### config.mk
export PLATFORM = sky130hd
export DESIGN_NAME = tile_sched
export DESIGN_NICKNAME = d
export VERILOG_FILES = /design/src/rtl/tile_sched.sv
export SDC_FILE = /design/constraint.sdc
export NUM_CORES = 1
export LEC_CHECK = 0
export CAP_MARGIN = 0
export CELL_PAD_IN_SITES_DETAIL_PLACEMENT = 0
export CELL_PAD_IN_SITES_GLOBAL_PLACEMENT = 1
export CORE_MARGIN = 5
export CORE_UTILIZATION = 46
export DETAILED_ROUTE_END_ITERATION = 16
export PLACE_DENSITY_LB_ADDON = 0.1
export REMOVE_ABC_BUFFERS = 1
export SYNTH_ARGS = -nofsm -noshare
export SYNTH_HDL_FRONTEND = slang
export SYNTH_SLANG_ARGS = --single-unit
### constraint.sdc
create_clock -name clk -period 10.5 [get_ports clk]
set_input_delay 2.1 -clock clk [delete_from_list [all_inputs] [get_ports clk]]
set_output_delay 2.1 -clock clk [all_outputs]
set_load 0.05 [all_outputs]
### src/rtl/tile_sched.sv
// tile_sched: walks a num_rows x num_cols matrix in row-major J x K tiles, issuing tile origins over a valid/ready handshake.
module tile_sched #(
    parameter int J = 2,
    parameter int K = 2
) (
    input  logic       clk,
    input  logic       rst,
    input  logic       start,
    input  logic       abort,
    input  logic [9:0] num_rows,
    input  logic [9:0] num_cols,
    input  logic       tile_ready,
    output logic       tile_valid,
    output logic [9:0] start_row,
    output logic [9:0] start_col,
    output logic       last_tile,
    output logic [9:0] tile_idx,
    output logic       busy,
    output logic       done
);
    typedef enum logic [1:0] {IDLE, ISSUE, FIN} state_t;
    state_t state, state_n;
    logic [9:0] rows, cols, rows_n, cols_n, row_n, col_n, idx_n;
    logic [10:0] row_nx, col_nx;
    logic hs, last_n;
    assign hs = tile_valid & tile_ready;
    assign row_nx = {1'b0, start_row} + 11'(J);
    assign col_nx = {1'b0, start_col} + 11'(K);
    always_comb begin
        state_n = state;
        rows_n = rows;
        cols_n = cols;
        row_n = start_row;
        col_n = start_col;
        idx_n = tile_idx;
        if (abort)
            state_n = IDLE;
        else
            case (state)
                IDLE: if (start) begin
                    if (num_rows != 10'd0 && num_cols != 10'd0) begin
                        rows_n = num_rows;
                        cols_n = num_cols;
                        row_n = 10'd0;
                        col_n = 10'd0;
                        idx_n = 10'd0;
                        state_n = ISSUE;
                    end else
                        state_n = FIN;
                end
                ISSUE: if (hs) begin
                    idx_n = tile_idx + 10'd1;
                    if (col_nx < {1'b0, cols})
                        col_n = col_nx[9:0];
                    else if (row_nx < {1'b0, rows}) begin
                        col_n = 10'd0;
                        row_n = row_nx[9:0];
                    end else
                        state_n = FIN;
                end
                FIN: state_n = IDLE;
                default: state_n = IDLE;
            endcase
    end
    // last flag is evaluated on the origin that will be presented next cycle
    assign last_n = (state_n == ISSUE)
                  && ({1'b0, row_n} + 11'(J) >= {1'b0, rows_n})
                  && ({1'b0, col_n} + 11'(K) >= {1'b0, cols_n});
    always_ff @(posedge clk or posedge rst) begin
        if (rst) begin
            state <= IDLE;
            rows <= 10'd0;
            cols <= 10'd0;
            start_row <= 10'd0;
            start_col <= 10'd0;
            tile_idx <= 10'd0;
            tile_valid <= 1'b0;
            last_tile <= 1'b0;
            busy <= 1'b0;
            done <= 1'b0;
        end else begin
            state <= state_n;
            rows <= rows_n;
            cols <= cols_n;
            start_row <= row_n;
            start_col <= col_n;
            tile_idx <= idx_n;
            tile_valid <= state_n == ISSUE;
            last_tile <= last_n;
            busy <= state_n == ISSUE;
            done <= state_n == FIN;
        end
    end
endmodule
; ---- Word level (Yosys, flattened, before mapping)
; Cells that the tools add are included.
[op_classes]
n_reduce_logical = 8
bitwise = 2
order_cmp = 4
n_shift = 0
add_sub_neg = 5
mul = 0
mux = 33
div_mod_pow = 0
n_eq_ne = 6
[ops]
columns = operator, n
row1 = 2-to-1 mux 10 bit, 23
row2 = case mux 10 bit (2 select lines), 3
row3 = adder 10 x 2 -> 11 bit (second input constant), 4
row4 = greater-or-equal comparator 11 x 10 -> 1 bit, 2
row5 = < comparator 11 x 10 -> 1 bit, 2
row6 = nonzero test 10 bit, 2
row7 = 2-to-1 mux 2 bit, 6
row8 = adder 10 x 1 -> 10 bit (second input constant), 1
row9 = inequality test 2 bit (second input constant), 3
row10 = AND reduction 5 bit, 1
row11 = == test 2 x 1 -> 1 bit (second input constant), 2
row12 = case mux 2 bit (2 select lines), 1
row13 = logical AND 1 bit, 3
row14 = == test 2 bit (second input constant), 1
row15 = zero test 2 bit, 1
row16 = nonzero test 2 bit, 1
row17 = AND 1 bit, 1
row18 = NOT 1 bit, 1
[word_totals]
mem_bits_ro = 0
n_memories = 0
latch_bits = 0
elab_cells = 67
ff_bits = 55
ramBits = 0
output_inout_bits = 34

; ---- Depth between registers and ports, before layout
; Gate-level depths: netlist of the first run.
[depth]
ltp_word = 11
depth_mapped = 25
ltp_nobuf = 24

; ---- Worst setup path before layout of the first run
; OpenSTA, ideal clock, no wires.
[synth_path]
path_kind = input -> register
startpoint = input num_cols[4]
endpoint = register last_tile
setup_time_ns = 0.126
path_buffers = 1
arrival_ns = 5.120
setup_slack_ns = 5.255
t_required_ns = 10.374
stages = 19
path_cell_list = nor4_1 -> nand3_1 -> nand3_1 -> a211o_1 -> clkbuf_1 -> a32o_1 -> or2_2 -> ha_1 -> o21ai_0 -> nor2_1 -> nand3_1 -> xnor2_1 -> ha_1 -> o21a_1 -> o21ai_0 -> a21oi_1 -> o21a_1 -> a311o_1 -> o311a_1
[synth_via]
elab_chain_cells = 10
word_cells_on_any_way = 29
[synth_rtl]
columns = item, line
row1 = "start, declared", 11  ; input logic [9:0] num_cols,
row2 = nonzero test 10 bit, 41  ; if (num_rows != 10'd0 && num_cols != 10'd0) begin
row3 = logical AND 1 bit, 41
row4 = 2-to-1 mux 10 bit, 41
row5 = 2-to-1 mux 10 bit, 40  ; IDLE: if (start) begin
row6 = case mux 10 bit (2 select lines), 39  ; case (state)
row7 = 2-to-1 mux 10 bit, 36  ; if (abort)
row8 = net row_n[2], 23  ; logic [9:0] rows, cols, rows_n, cols_n, row_n, col_n, idx_n;
row9 = adder 10 x 2 -> 11 bit, 67  ; && ({1'b0, row_n} + 11'(J) >= {1'b0, rows_n})
row10 = greater-or-equal comparator 11 x 10 -> 1 bit, 67
row11 = logical AND 1 bit, 67
row12 = logical AND 1 bit, 68  ; && ({1'b0, col_n} + 11'(K) >= {1'b0, cols_n});
row13 = net last_n, 25  ; logic hs, last_n;
row14 = "end signal, assigned", 89  ; last_tile <= last_n;
row15 = "end, declared", 16  ; output logic last_tile,
; The timed path passes the listed nets, and every way through them passes these cells.
; A chain may end at the register's enable or synchronous reset.

; ---- Worst setup path in the final report of the first run
[layout_path]
startpoint = input num_rows[6]
endpoint = register last_tile
[layout_via]
elab_chain_cells = 10
word_cells_on_any_way = 29
[layout_rtl]
columns = item, line
row1 = "start, declared", 10  ; input logic [9:0] num_rows,
row2 = nonzero test 10 bit, 41
row3 = logical AND 1 bit, 41
row4 = 2-to-1 mux 10 bit, 41
row5 = 2-to-1 mux 10 bit, 40
row6 = case mux 10 bit (2 select lines), 39
row7 = 2-to-1 mux 10 bit, 36
row8 = net row_n[2], 23
row9 = adder 10 x 2 -> 11 bit, 67
row10 = greater-or-equal comparator 11 x 10 -> 1 bit, 67
row11 = logical AND 1 bit, 67
row12 = logical AND 1 bit, 68
row13 = net last_n, 25
; The timed path passes the listed nets, and every way through them passes these cells.

==> impl_metrics.yaml, run 1 <==
min_path:
  hold_class: "reg -> reg"
place:
  pre_cts_ws_ps: 3910
  dpl.hpwl_um: 8380
  post_dp_cell_area_mm2: 0.00486
  port_buffers: 58
  gp_congestion: 0.842
  dpl.cell_count: 615
sta:
  setup_viol: 0
  fmax_mhz: 159
  finalCriticalPeriod_ps: 6290
  rsz0062_at_grt: "no"
  slew_violations: 0
  hold_violations: 0
  fin_tns_setup_ps: 0
  setup_ws_ps: 4210
  skew_ps: 6.22
  holdWs_ps: 523
  maxSlewHeadroom_pct: 48.3
  period_share_pct: 59.9
  worst_pin_slew_ps: 771
floorplanning:
  start_util_pct: 47.5
  rows: 34
  coreArea_mm2: 0.00881
  die_area_mm2: 0.0111
  die_h_um: 105
  fp.dieW_um: 105
  io_pins: 59
final_layout:
  n_antenna_cell: 0
  area_delta_synth_final_pct: 18.3
  final_common_cell: "clkdlybuf4s50_1"
  stdcell_count: 623
  drive_above_1_share_pct: 6.99
  final_cell_mix: "clkdlybuf4s50_1 (58), dfrtp_1 (55), inv_1 (52), ha_1 (43), nand2_1 (38)"
  post-route-util_pct: 56.2
  final_nets: 582
  design_area_mm2: 0.00495
pwr:
  finalPower_mw: 0.618
  power_density_mw_per_mm2: 125
  leakage_nw: 2.44
  irDropWorstVdd_mv: 0.0587
logic_synthesis:
  synth_edf_count: 0
  synth_seq_cells: 55
  syn-cell-area_mm2: 0.00418
  synth_top_area_share_pct: 32.9
  yosys-top-cells-area: "dfrtp_1 (33%), ha_1 (13%), xnor2_1 (4.8%)"
  avgSynthCellArea_um2: 9.12
  yosysWarnings: 0
  synth_cell_types: 72
  ys.flop_type: "dfrtp_1"
  synthArstFlopShare_pct: 100
  seq_area_frac_synth_pct: 32.9
  yosysTopAreaCell: "dfrtp_1"
  synthCells: 459
global_route:
  track_usage_pct: 19.4
  grt_pass1_vias: 3446
  overflow: 0
  antenna_found_initial: 0
  grt_pass1_wl_um: 17600
  grt_max_degree: 56
clock_tree:
  cts_setup_buffers: 0
  clkTransAtPathRegs_ps: 110
  cts_resized: 0
  htreeDepth: 2
  clock_sinks: 55
  cts_hold_buffers: 0
  cts_buffer_depth: 2
  clock_latency_ps: 310
  cts_made_buffers: 5
  tritoncts: "done"
  clock-root-buffer: "clkbuf_8"
critical_path:
  crit_required_ps: 10710
  worstPathMaxFanout: 9
  ff2ff_setup_slack_ps: 4830
  worstSetupPathType: "in -> reg"
  cp_data_arrival_time_ps: 6490
  worstSetupEndpointType: "flop"
  cp-start-kind: "primary input"
drt:
  wirelength_um: 10700
  dr.pass1.iters: 4
  antenna_left: 0
  wl_per_cell_um: 17.2
  drc: 0
  via_per_inst: 5.59
  drtIter0Drc: 164
  vias: 3482
run_status:
  outcome: "finished, final reports clean"
run:
  maxCapViolCount: 0
## worst paths after layout
path                         startpoint      endpoint  cells past startpoint
max                         num_rows[6]     last_tile                     19
min                             rows[0]       rows[0]                      2
max reg2reg                start_row[1]     last_tile                     24
min reg2reg                     rows[0]       rows[0]                      2
max in group asynchronous           rst  start_row[9]                      3
min in group asynchronous           rst          done                      3
## synthesized netlist by cell type (3+ instances only)
master / n
a211o_1: 3
a211oi_2: 3
a21o_1: 7
a21oi_1: 15
a31oi_1: 6
a32o_1: 3
and2_1: 4
and3_1: 10
clkbuf_1: 9
dfrtp_1: 55
ha_1: 43
inv_1: 53
mux2i_1: 18
nand2_1: 38
nand2b_1: 5
nand3_1: 19
nand4_1: 5
nor2_1: 28
nor2b_1: 6
nor3_1: 7
nor4_1: 7
o21a_1: 3
o21ai_0: 15
or2_2: 4
or3_1: 4
xnor2_1: 23
xor2_1: 13
## layer usage
metal	share of wire [%]	GRT usage, %
met5	0	0
met4	1.1	4.31
met3	5.5	2.44
met2	46	30.7
met1	48	28.4
## layout make-up
class                           instances  area [um2]
Timing Repair Buffer                   61         603
Sequential cell                        55        1380
Clock buffer                            5        68.8
Multi-Input combinational cell        338        2550
Clock inverter                          3        20.0
Tap cell                              108         135
Fill cell                             829        3860
Inverter                               53         199
## cell families after synthesis
logic type      synth area share, %
mux                            4.58
buf+inv                        6.25
flops                          32.9
compound gates                 16.9
simple gates                   19.0
fa+ha+maj                      12.9
xor+xnor                       7.54
## sequential cells by signal (all words and copies together), names as in the netlist
register and count:
rows 10, cols 10, done 1, tile_idx 10
start_row 10, start_col 10, state 2, last_tile 1
busy 1
## critical path, stage by stage
cell	delay (ps)
clkdlybuf4s50_1	440
nor4_1	660
nand3_1	260
nand3_1	240
a211o_1	400
a32o_1	200
or2_2	120
ha_1	170
o21ai_0	90
nor2_1	260
nand3_1	140
xnor2_1	150
ha_1	290
o21a_1	100
o21ai_0	130
a21oi_1	60
o21a_1	170
a311o_1	360
o311a_1	140
## where the power goes
group	switching (mW)	internal (mW)	total (mW)	leakage, nW
Sequential	0.0251	0.236	0.261	0.719
Combinational	0.144	0.0907	0.235	1.68
Clock	0.0754	0.0467	0.122	0.0402
Total	0.244	0.374	0.618	2.44
Power figures use the tool's default switching activity.
==> run 2, diff against run 1 <==
- CORE_UTILIZATION: 46 -> 42
- clock period: 10.5 -> 6.4 ns (I/O delays scaled with it)
==> impl_metrics.yaml, run 2 (synthesis gave the netlist of run 1 again) <==
critical_path:
  cp_data_arrival_time_ps: 5690
  worstSetupEndpointType: "flop"
  ff2ff_setup_slack_ps: 930
  cp-start-kind: "flop"
  worstPathMaxFanout: 12
  reg2regPathDepth: 24
  r2r_end: "last_tile"
  worstSetupPathType: "reg -> reg"
  crit_required_ps: 6610
  timing.rr.start: "start_col[1]"
final_layout:
  stdcell_count: 650
  design_area_mm2: 0.00502
  final_nets: 584
  area_delta_synth_final_pct: 20.1
  final_common_cell: "clkdlybuf4s50_1"
  n_antenna_cell: 0
  final_cell_mix: "clkdlybuf4s50_1 (58), dfrtp_1 (55), inv_1 (52), ha_1 (43), nand2_1 (38)"
  nFillCells: 962
  drive_above_1_share_pct: 7.35
run_status:
  outcome: "finished, final reports clean"
global_route:
  antenna_found_initial: 0
  gr-usage-met1_pct: 27.1
  grtUsageMet2_pct: 31.6
  track_usage_pct: 19.6
  overflow: 0
  grt_pass1_vias: 3549
  grt_pass1_wl_um: 18200
  grt_max_degree: 56
  top_usage_layer: "met2"
  met3_usage_pct: 3.41
floorplanning:
  rows: 36
  coreArea_mm2: 0.00973
  fp.dieW_um: 110
  die_h_um: 110
  start_util_pct: 43.0
  io_pins: 59
  die_area_mm2: 0.0121
sta:
  skew_ps: 5.03
  maxSlewHeadroom_pct: 41.2
  period_share_pct: 85.5
  fmax_mhz: 183
  rsz0062_at_grt: "no"
  setup_viol: 0
  worst_pin_slew_ps: 877
  finalCriticalPeriod_ps: 5470
  hold_violations: 0
  holdWs_ps: 520
  slew_violations: 0
  fin_tns_setup_ps: 0
clock_tree:
  cts_resized: 0
  htreeDepth: 2
  clock_sinks: 55
  cts_buffer_depth: 2
  clock_latency_ps: 320
  tritoncts: "done"
  cts_made_buffers: 5
  clock-root-buffer: "clkbuf_8"
  cts_setup_buffers: 0
  cts_hold_buffers: 0
  clkTransAtPathRegs_ps: 100
pwr:
  power_density_mw_per_mm2: 212
  irDropWorstVdd_mv: 0.0979
  leakage_nw: 2.47
drt:
  wl_per_cell_um: 16.8
  vias: 3476
  drc: 0
  wirelength_um: 10900
  via_per_inst: 5.35
  antenna_left: 0
  drtIter0Drc: 152
  dr.pass1.iters: 4
place:
  port_buffers: 58
  post_dp_cell_area_mm2: 0.00491
  gp_congestion: 0.847
  dpl.cell_count: 642
  dpl.hpwl_um: 8610
min_path:
  hold_class: "reg -> reg"
  whs_endpoint: "cols[0]"
  hp-start: "cols[0]"
  hold_depth: 2
run:
  maxCapViolCount: 0
-- run 2: changes by cell type in the layout (fill, tap and decap cells not counted), sizes merged --
cell,previous run,this run
bufinv,0,1
clkinvlp,2,0
buf,3,5
clkbuf,5,6
-- run 2: worst max path at each step --
| stage | endpoint | from | slack, ps | cells after the start |
|---|---|---|---|---|
| 2_1_floorplan | last_tile | start_col[1] | 1320 | 22 |
| 3_3_place_gp | last_tile | num_rows[6] | 780 | 16 |
| 3_5_place_dp | last_tile | num_rows[9] | 730 | 20 |
| 4_1_cts | last_tile | start_col[1] | 900 | 24 |
| 5_1_grt | last_tile | start_col[1] | 420 | 24 |
| 6_report | last_tile | start_col[1] | 930 | 24 |
-- run 2: area by class of cell --
cell class                      instances  area, um2  area share, %
Inverter                               53        199           3.96
Clock buffer                            6       82.6           1.64
Timing Repair Buffer                   63        618           12.3
Clock inverter                          2       35.0          0.697
Sequential cell                        55       1380           27.4
Multi-Input combinational cell        338       2550           50.7
Tap cell                              133        166           3.31
-- run 2: through the flow --
| step | utilization (%) | power (mW) | worst slack (ps) |
|---|---|---|---|
| after floorplan | - | 0.692 | 1320 |
| after detailed placement | 50.4 | 0.824 | 735 |
| after CTS | 51.6 | 1.08 | 895 |
| final | 51.6 | 1.06 | 927 |
| after global routing | 51.6 | 1.15 | 417 |
| after global placement | 50.4 | 0.815 | 781 |
-- run 2: critical path, stage by stage, from the launching register on --
cell and delay, ps:
dfrtp_1 520, ha_1 360, nand3_1 190, or2_2 390, nor2_1 150, xnor2_1 170, ha_1 310, a21oi_1 220
nand2_2 120, a21o_1 330, a31oi_1 260, o2bb2ai_1 160, inv_1 110, ha_1 180, o21ai_0 90, nor2_1 230
nand3_1 140, xnor2_1 180, ha_1 260, o21a_1 100, o21ai_0 130, a21oi_1 60, o21a_1 170, a311o_1 370
o311a_1 150
-- run 2: metal layers --
| layer | vias to the layer above | wire (um) |
|---|---|---|
| li1 | 1739 | - |
| met1 | 1656 | 5240 |
| met2 | 71 | 5040 |
| met3 | 10 | 507 |
| met4 | 0 | 142 |
| met5 | - | 0 |
-- run 2: report_power, final --
part / internal [mW] / switching, mW
Sequential: 0.388 / 0.0396
Combinational: 0.150 / 0.235
Clock: 0.127 / 0.124
==> RTL edit 1, RTL diff (flow settings as in run 2) <==
The 3 states of `state_t` get a one-hot encoding in 3 bits.
--- a/src/rtl/tile_sched.sv
+++ b/src/rtl/tile_sched.sv
@@ -20,3 +20,3 @@
 );
-    typedef enum logic [1:0] {IDLE, ISSUE, FIN} state_t;
+    typedef enum logic [2:0] {IDLE = 3'b001, ISSUE = 3'b010, FIN = 3'b100} state_t;
     state_t state, state_n;
Function: same outputs for any inputs over 4 cycles, from zero or initial values and one cycle with rst high; so few cycles prove little.
==> RTL edit 1 against run 2 <==
  * Final area barely moved
  * Cell count rose by 2.0%
  * Critical path type unchanged
  * Sequential cell count rose by 1
  * Wire length rose by 0.79%
  * Synthesized area rose by 0.99%
  * Power fell by 19%
  * Highest routed layer unchanged
  * Critical path depth fell by 3
  * Worst setup slack got worse by 7.1 ps
  * Hold slack improved by 7.5 ps
  * Count of clock-buffer cells in the layout fell by 1
==> RTL edit 1: results (changes against run 2) <==
<table>
<tr><th>Metric</th><th>Value</th></tr>
<tr><th colspan="2">Status</th></tr>
<tr><td>Status</td><td>finished clean</td></tr>
<tr><th colspan="2">GRT</th></tr>
<tr><td>GRT Resource Usage Total</td><td>0.190 (-0.00517)</td></tr>
<tr><td>Maximum number of pins on one net before global-route repair</td><td>57 (+1.8%)</td></tr>
<tr><td>Met3 GRT Util</td><td>0.0274 (-0.00668)</td></tr>
<tr><td>Number of global-route vias before repair</td><td>3692 (+4.0%)</td></tr>
<tr><td>Wire length of the first global-routing pass</td><td>18100 um (-0.57%)</td></tr>
<tr><th colspan="2">Cells and area</th></tr>
<tr><td>Post-layout net count</td><td>597 (+2.2%)</td></tr>
<tr><td>Area growth from synthesis to layout</td><td>19.0%</td></tr>
<tr><td>Filler instances</td><td>965 (+0.31%)</td></tr>
<tr><th colspan="2">Pwr</th></tr>
<tr><td>NetSw</td><td>270 uW (-32%)</td></tr>
<tr><td>Leak</td><td>2.39 nW (-3.4%)</td></tr>
<tr><td>Power in combinational cells</td><td>213 uW (-45%)</td></tr>
<tr><td>IR Drop Worst-Case VDD</td><td>0.000128 V (+31%)</td></tr>
<tr><td>Sequential power</td><td>411 uW (-4%)</td></tr>
<tr><th colspan="2">Yosys</th></tr>
<tr><td>XOR/XNOR share of the synthesized area</td><td>0.0663 (-0.00903)</td></tr>
<tr><td>Most instantiated library cell after synthesis</td><td>inv_1</td></tr>
<tr><td>Portion of netlist area occupied by mux cells</td><td>0.0480 (+0.00222)</td></tr>
<tr><td>Top cells by area in the synthesized netlist</td><td>dfrtp_1 33%, ha_1 13%, inv_1 5.0%</td></tr>
<tr><td>Compound-Gate Fraction of Synth Area</td><td>0.148 (-0.0206)</td></tr>
<tr><td>Synthesized area divided by synthesized cell count</td><td>8.86 um2 (-2.8%)</td></tr>
<tr><td>Distinct cell type count of the synthesized netlist</td><td>68 (-5.6%)</td></tr>
<tr><th colspan="2">Route</th></tr>
<tr><td>Total number of vias</td><td>3633 (+4.5%)</td></tr>
<tr><th colspan="2">Place</th></tr>
<tr><td>Detailed-placement wirelength estimate</td><td>8660 um (+0.53%)</td></tr>
<tr><td>Dpl cell area</td><td>0.00491 mm2 (+0.18%)</td></tr>
<tr><th colspan="2">Critical path</th></tr>
<tr><td>Worst r2r path cells</td><td>21 (-13%)</td></tr>
<tr><th colspan="2">Timing</th></tr>
<tr><td>Least-Margin Pin Slew</td><td>1080 ps (+202 ps)</td></tr>
<tr><td>Setup clock skew after layout</td><td>13.4 ps (+8.34 ps)</td></tr>
</table>
## RTL edit 1: cell types whose count changed after synthesis, moves of 4 or more
cell | run 2 | this run
a22oi_1 | 0 | 4
nand4_1 | 5 | 10
nand4b_1 | 0 | 4
nor2_1 | 28 | 39
nor3_1 | 7 | 15
o21ai_0 | 15 | 23
xnor2_1 | 23 | 19
## RTL edit 1: per-layer routing
layer | up-vias | routed length (um)
met5 | - | 0
met4 | 0 | 233
met1 | 1750 | 5040
li1 | 1781 | -
met2 | 81 | 5320
met3 | 21 | 421
## RTL edit 1: final cells by class
class / count / area share
multi-input cells: 349 / 0.504
clock buffers: 5 / 0.0137
well taps: 133 / 0.0331
flip-flops and latches: 56 / 0.279
clock inverters: 3 / 0.00846
repair buffers: 61 / 0.120
inverters: 56 / 0.0418
## RTL edit 1: worst paths after layout
check | startpoint | to | slack, ps
hold / removal | rows[8]$_DFF_PP0_ | rows[8]$_DFF_PP0_ | 530
min in group asynchronous | rst | start_row[4]$_DFF_PP0_ | 1490
setup / recovery | start_col[1]$_DFF_PP0_ | last_tile$_DFF_PP0_ | 920
setup reg to reg | start_col[1]$_DFF_PP0_ | last_tile$_DFF_PP0_ | 920
max in group asynchronous | rst | rows[4]$_DFF_PP0_ | 4460
hold reg to reg | rows[8]$_DFF_PP0_ | rows[8]$_DFF_PP0_ | 530
## RTL edit 1: cell families after synthesis
kind of cell    after synthesis
compound gates               88
xor+xnor                     32
fa+ha+maj                    43
buf+inv                      72
flops                        56
mux                          20
simple gates                166
## RTL edit 1: per-stage QoR
step	hold WS (ps)	worst slack, ps
5_1_grt	561	216
3_5_place_dp	509	787
3_3_place_gp	504	887
2_1_floorplan	478	1210
6_report	527	920
4_1_cts	534	891
==> RTL edit 2, RTL diff (settings of run 2) <==
Without the edit above. Reset style: synchronous (`rst`), changed in one clocked block.
--- a/src/rtl/tile_sched.sv
+++ b/src/rtl/tile_sched.sv
@@ -68,3 +68,3 @@
                   && ({1'b0, col_n} + 11'(K) >= {1'b0, cols_n});
-    always_ff @(posedge clk or posedge rst) begin
+    always_ff @(posedge clk) begin
         if (rst) begin
Formal check against the unedited RTL: differs if rst is asserted again (counterexample within 4 cycles, from zero or initial values and one cycle with rst high); with rst held inactive, the same outputs for 4 cycles.
==> RTL edit 2 against run 2 <==
  * Utilization is 0.34 points lower
  * Worst setup slack improved by 240 ps
  * Synthesized area down 1.8%
  * Wire length grew 1.9%
  * Sequential cell count did not move
  * Final area fell by 1.6%
Power is not compared: it rests on default switching activity, and its combinational part moved more than twofold at a synthesized area within 25%.
==> RTL edit 2: results (changes against run 2) <==
<table>
<tr><th>Metric</th><th>Value</th></tr>
<tr><th colspan="2">GRT</th></tr>
<tr><td>Wire length of the first global-routing pass</td><td>18300 um (+0.26%)</td></tr>
<tr><td>Maximum number of pins on one net before global-route repair</td><td>44 (-21%)</td></tr>
<tr><td>Number of global-route vias before repair</td><td>3619 (+2.0%)</td></tr>
<tr><td>Met3 GRT Util</td><td>0.0261 (-0.00801)</td></tr>
<tr><td>GRT Resource Usage Total</td><td>0.196 (+0.000679)</td></tr>
<tr><th colspan="2">Status</th></tr>
<tr><td>Status</td><td>finished clean</td></tr>
<tr><th colspan="2">Yosys</th></tr>
<tr><td>Dominant synthesized flop cell</td><td>dfxtp_1</td></tr>
<tr><td>Top cells by area in the synthesized netlist</td><td>dfxtp_1 27%, ha_1 13%, nor2_1 5.7%</td></tr>
<tr><td>Sequential fraction of the synthesis area</td><td>0.268 (-0.0611)</td></tr>
<tr><td>Portion of netlist area occupied by mux cells</td><td>0.0524 (+0.00661)</td></tr>
<tr><td>Share of synthesized cell area in full adder, half adder and majority cells</td><td>0.131 (+0.00231)</td></tr>
<tr><td>Synthesized area divided by synthesized cell count</td><td>8.47 um2 (-7.0%)</td></tr>
<tr><td>Compound-Gate Fraction of Synth Area</td><td>0.186 (+0.0167)</td></tr>
<tr><td>Top cells by instance count after synthesis</td><td>62 x nor2_1, 55 x dfxtp_1, 43 x ha_1</td></tr>
<tr><td>Async set-or-reset flop fraction in the synthesized netlist</td><td>0 (-1.00)</td></tr>
<tr><th colspan="2">Place</th></tr>
<tr><td>Detailed-placement wirelength estimate</td><td>8870 um (+3.0%)</td></tr>
<tr><td>Final Wtd Congestion</td><td>0.861 (+1.7%)</td></tr>
<tr><th colspan="2">Critical path</th></tr>
<tr><td>Critical Path Fanout Max</td><td>7 (-5)</td></tr>
<tr><td>Worst r2r path cells</td><td>22 (-8.3%)</td></tr>
<tr><td>Arrival time of data at the critical path endpoint</td><td>5440 ps (-250 ps)</td></tr>
<tr><th colspan="2">Route</th></tr>
<tr><td>Detailed Route WL</td><td>11100 um (+1.9%)</td></tr>
<tr><td>Routed vias/inst</td><td>5.37 (+0.33%)</td></tr>
<tr><th colspan="2">Cells and area</th></tr>
<tr><td>Leading cell type in the layout, fill and taps excluded</td><td>nor2_1</td></tr>
<tr><td>Post-layout net count</td><td>607 (+3.9%)</td></tr>
<tr><td>Filler instances</td><td>988 (+2.7%)</td></tr>
<tr><th colspan="2">Hold path</th></tr>
<tr><td>Worst hold start</td><td>start_row[0]$_SDFF_PP0_</td></tr>
</table>
RTL edit 2: critical path: stages, from the launching register on:
cell,delay (ps)
dfxtp_1,490
ha_1,290
and3_1,290
and3_1,250
and3_1,260
xor2_1,170
ha_1,250
and3_1,250
a211oi_1,570
nor3_2,120
nor2_1,190
nand2_1,70
o21ai_0,180
inv_1,90
ha_1,300
ha_1,270
a21o_1,160
a211oi_1,230
o21bai_1,100
a31oi_1,180
o21ai_0,110
a41oi_1,250
a211oi_2,50
RTL edit 2: power breakdown:
part	total, mW	internal [mW]	switching, mW	leakage [nW]
combinational	0.143	0.0565	0.0860	1.47
sequential	0.357	0.350	0.00716	0.446
clock	0.245	0.127	0.118	0.0612
RTL edit 2: per-stage QoR:
step           worst slack (ps)  total power, mW  hold WS, ps  cell area, um2
3_5_place_dp                961            0.509          454            4830
4_1_cts                    1140            0.757          471            4940
3_3_place_gp                946            0.506          448            4830
2_1_floorplan              1520            0.453          486            4050
5_1_grt                     675            0.785          501            4940
6_report                   1160            0.745          464            4940
RTL edit 2: worst max path at each step:
stage,start,end,slack (ps)
2_1_floorplan,start_row[1]$_SDFF_PP0_,last_tile$_SDFF_PP0_,1520
3_3_place_gp,num_rows[6],last_tile$_SDFF_PP0_,950
3_5_place_dp,num_cols[4],last_tile$_SDFF_PP0_,960
4_1_cts,start_row[1]$_SDFF_PP0_,last_tile$_SDFF_PP0_,1140
5_1_grt,start_row[1]$_SDFF_PP0_,last_tile$_SDFF_PP0_,670
6_report,start_row[1]$_SDFF_PP0_,last_tile$_SDFF_PP0_,1160
RTL edit 2: final cells by class:
cell class	count	area share
clock inverters	2	0.00709
flip-flops and latches	55	0.223
multi-input cells	385	0.574
repair buffers	62	0.123
clock buffers	6	0.0167
well taps	133	0.0337
inverters	30	0.0228
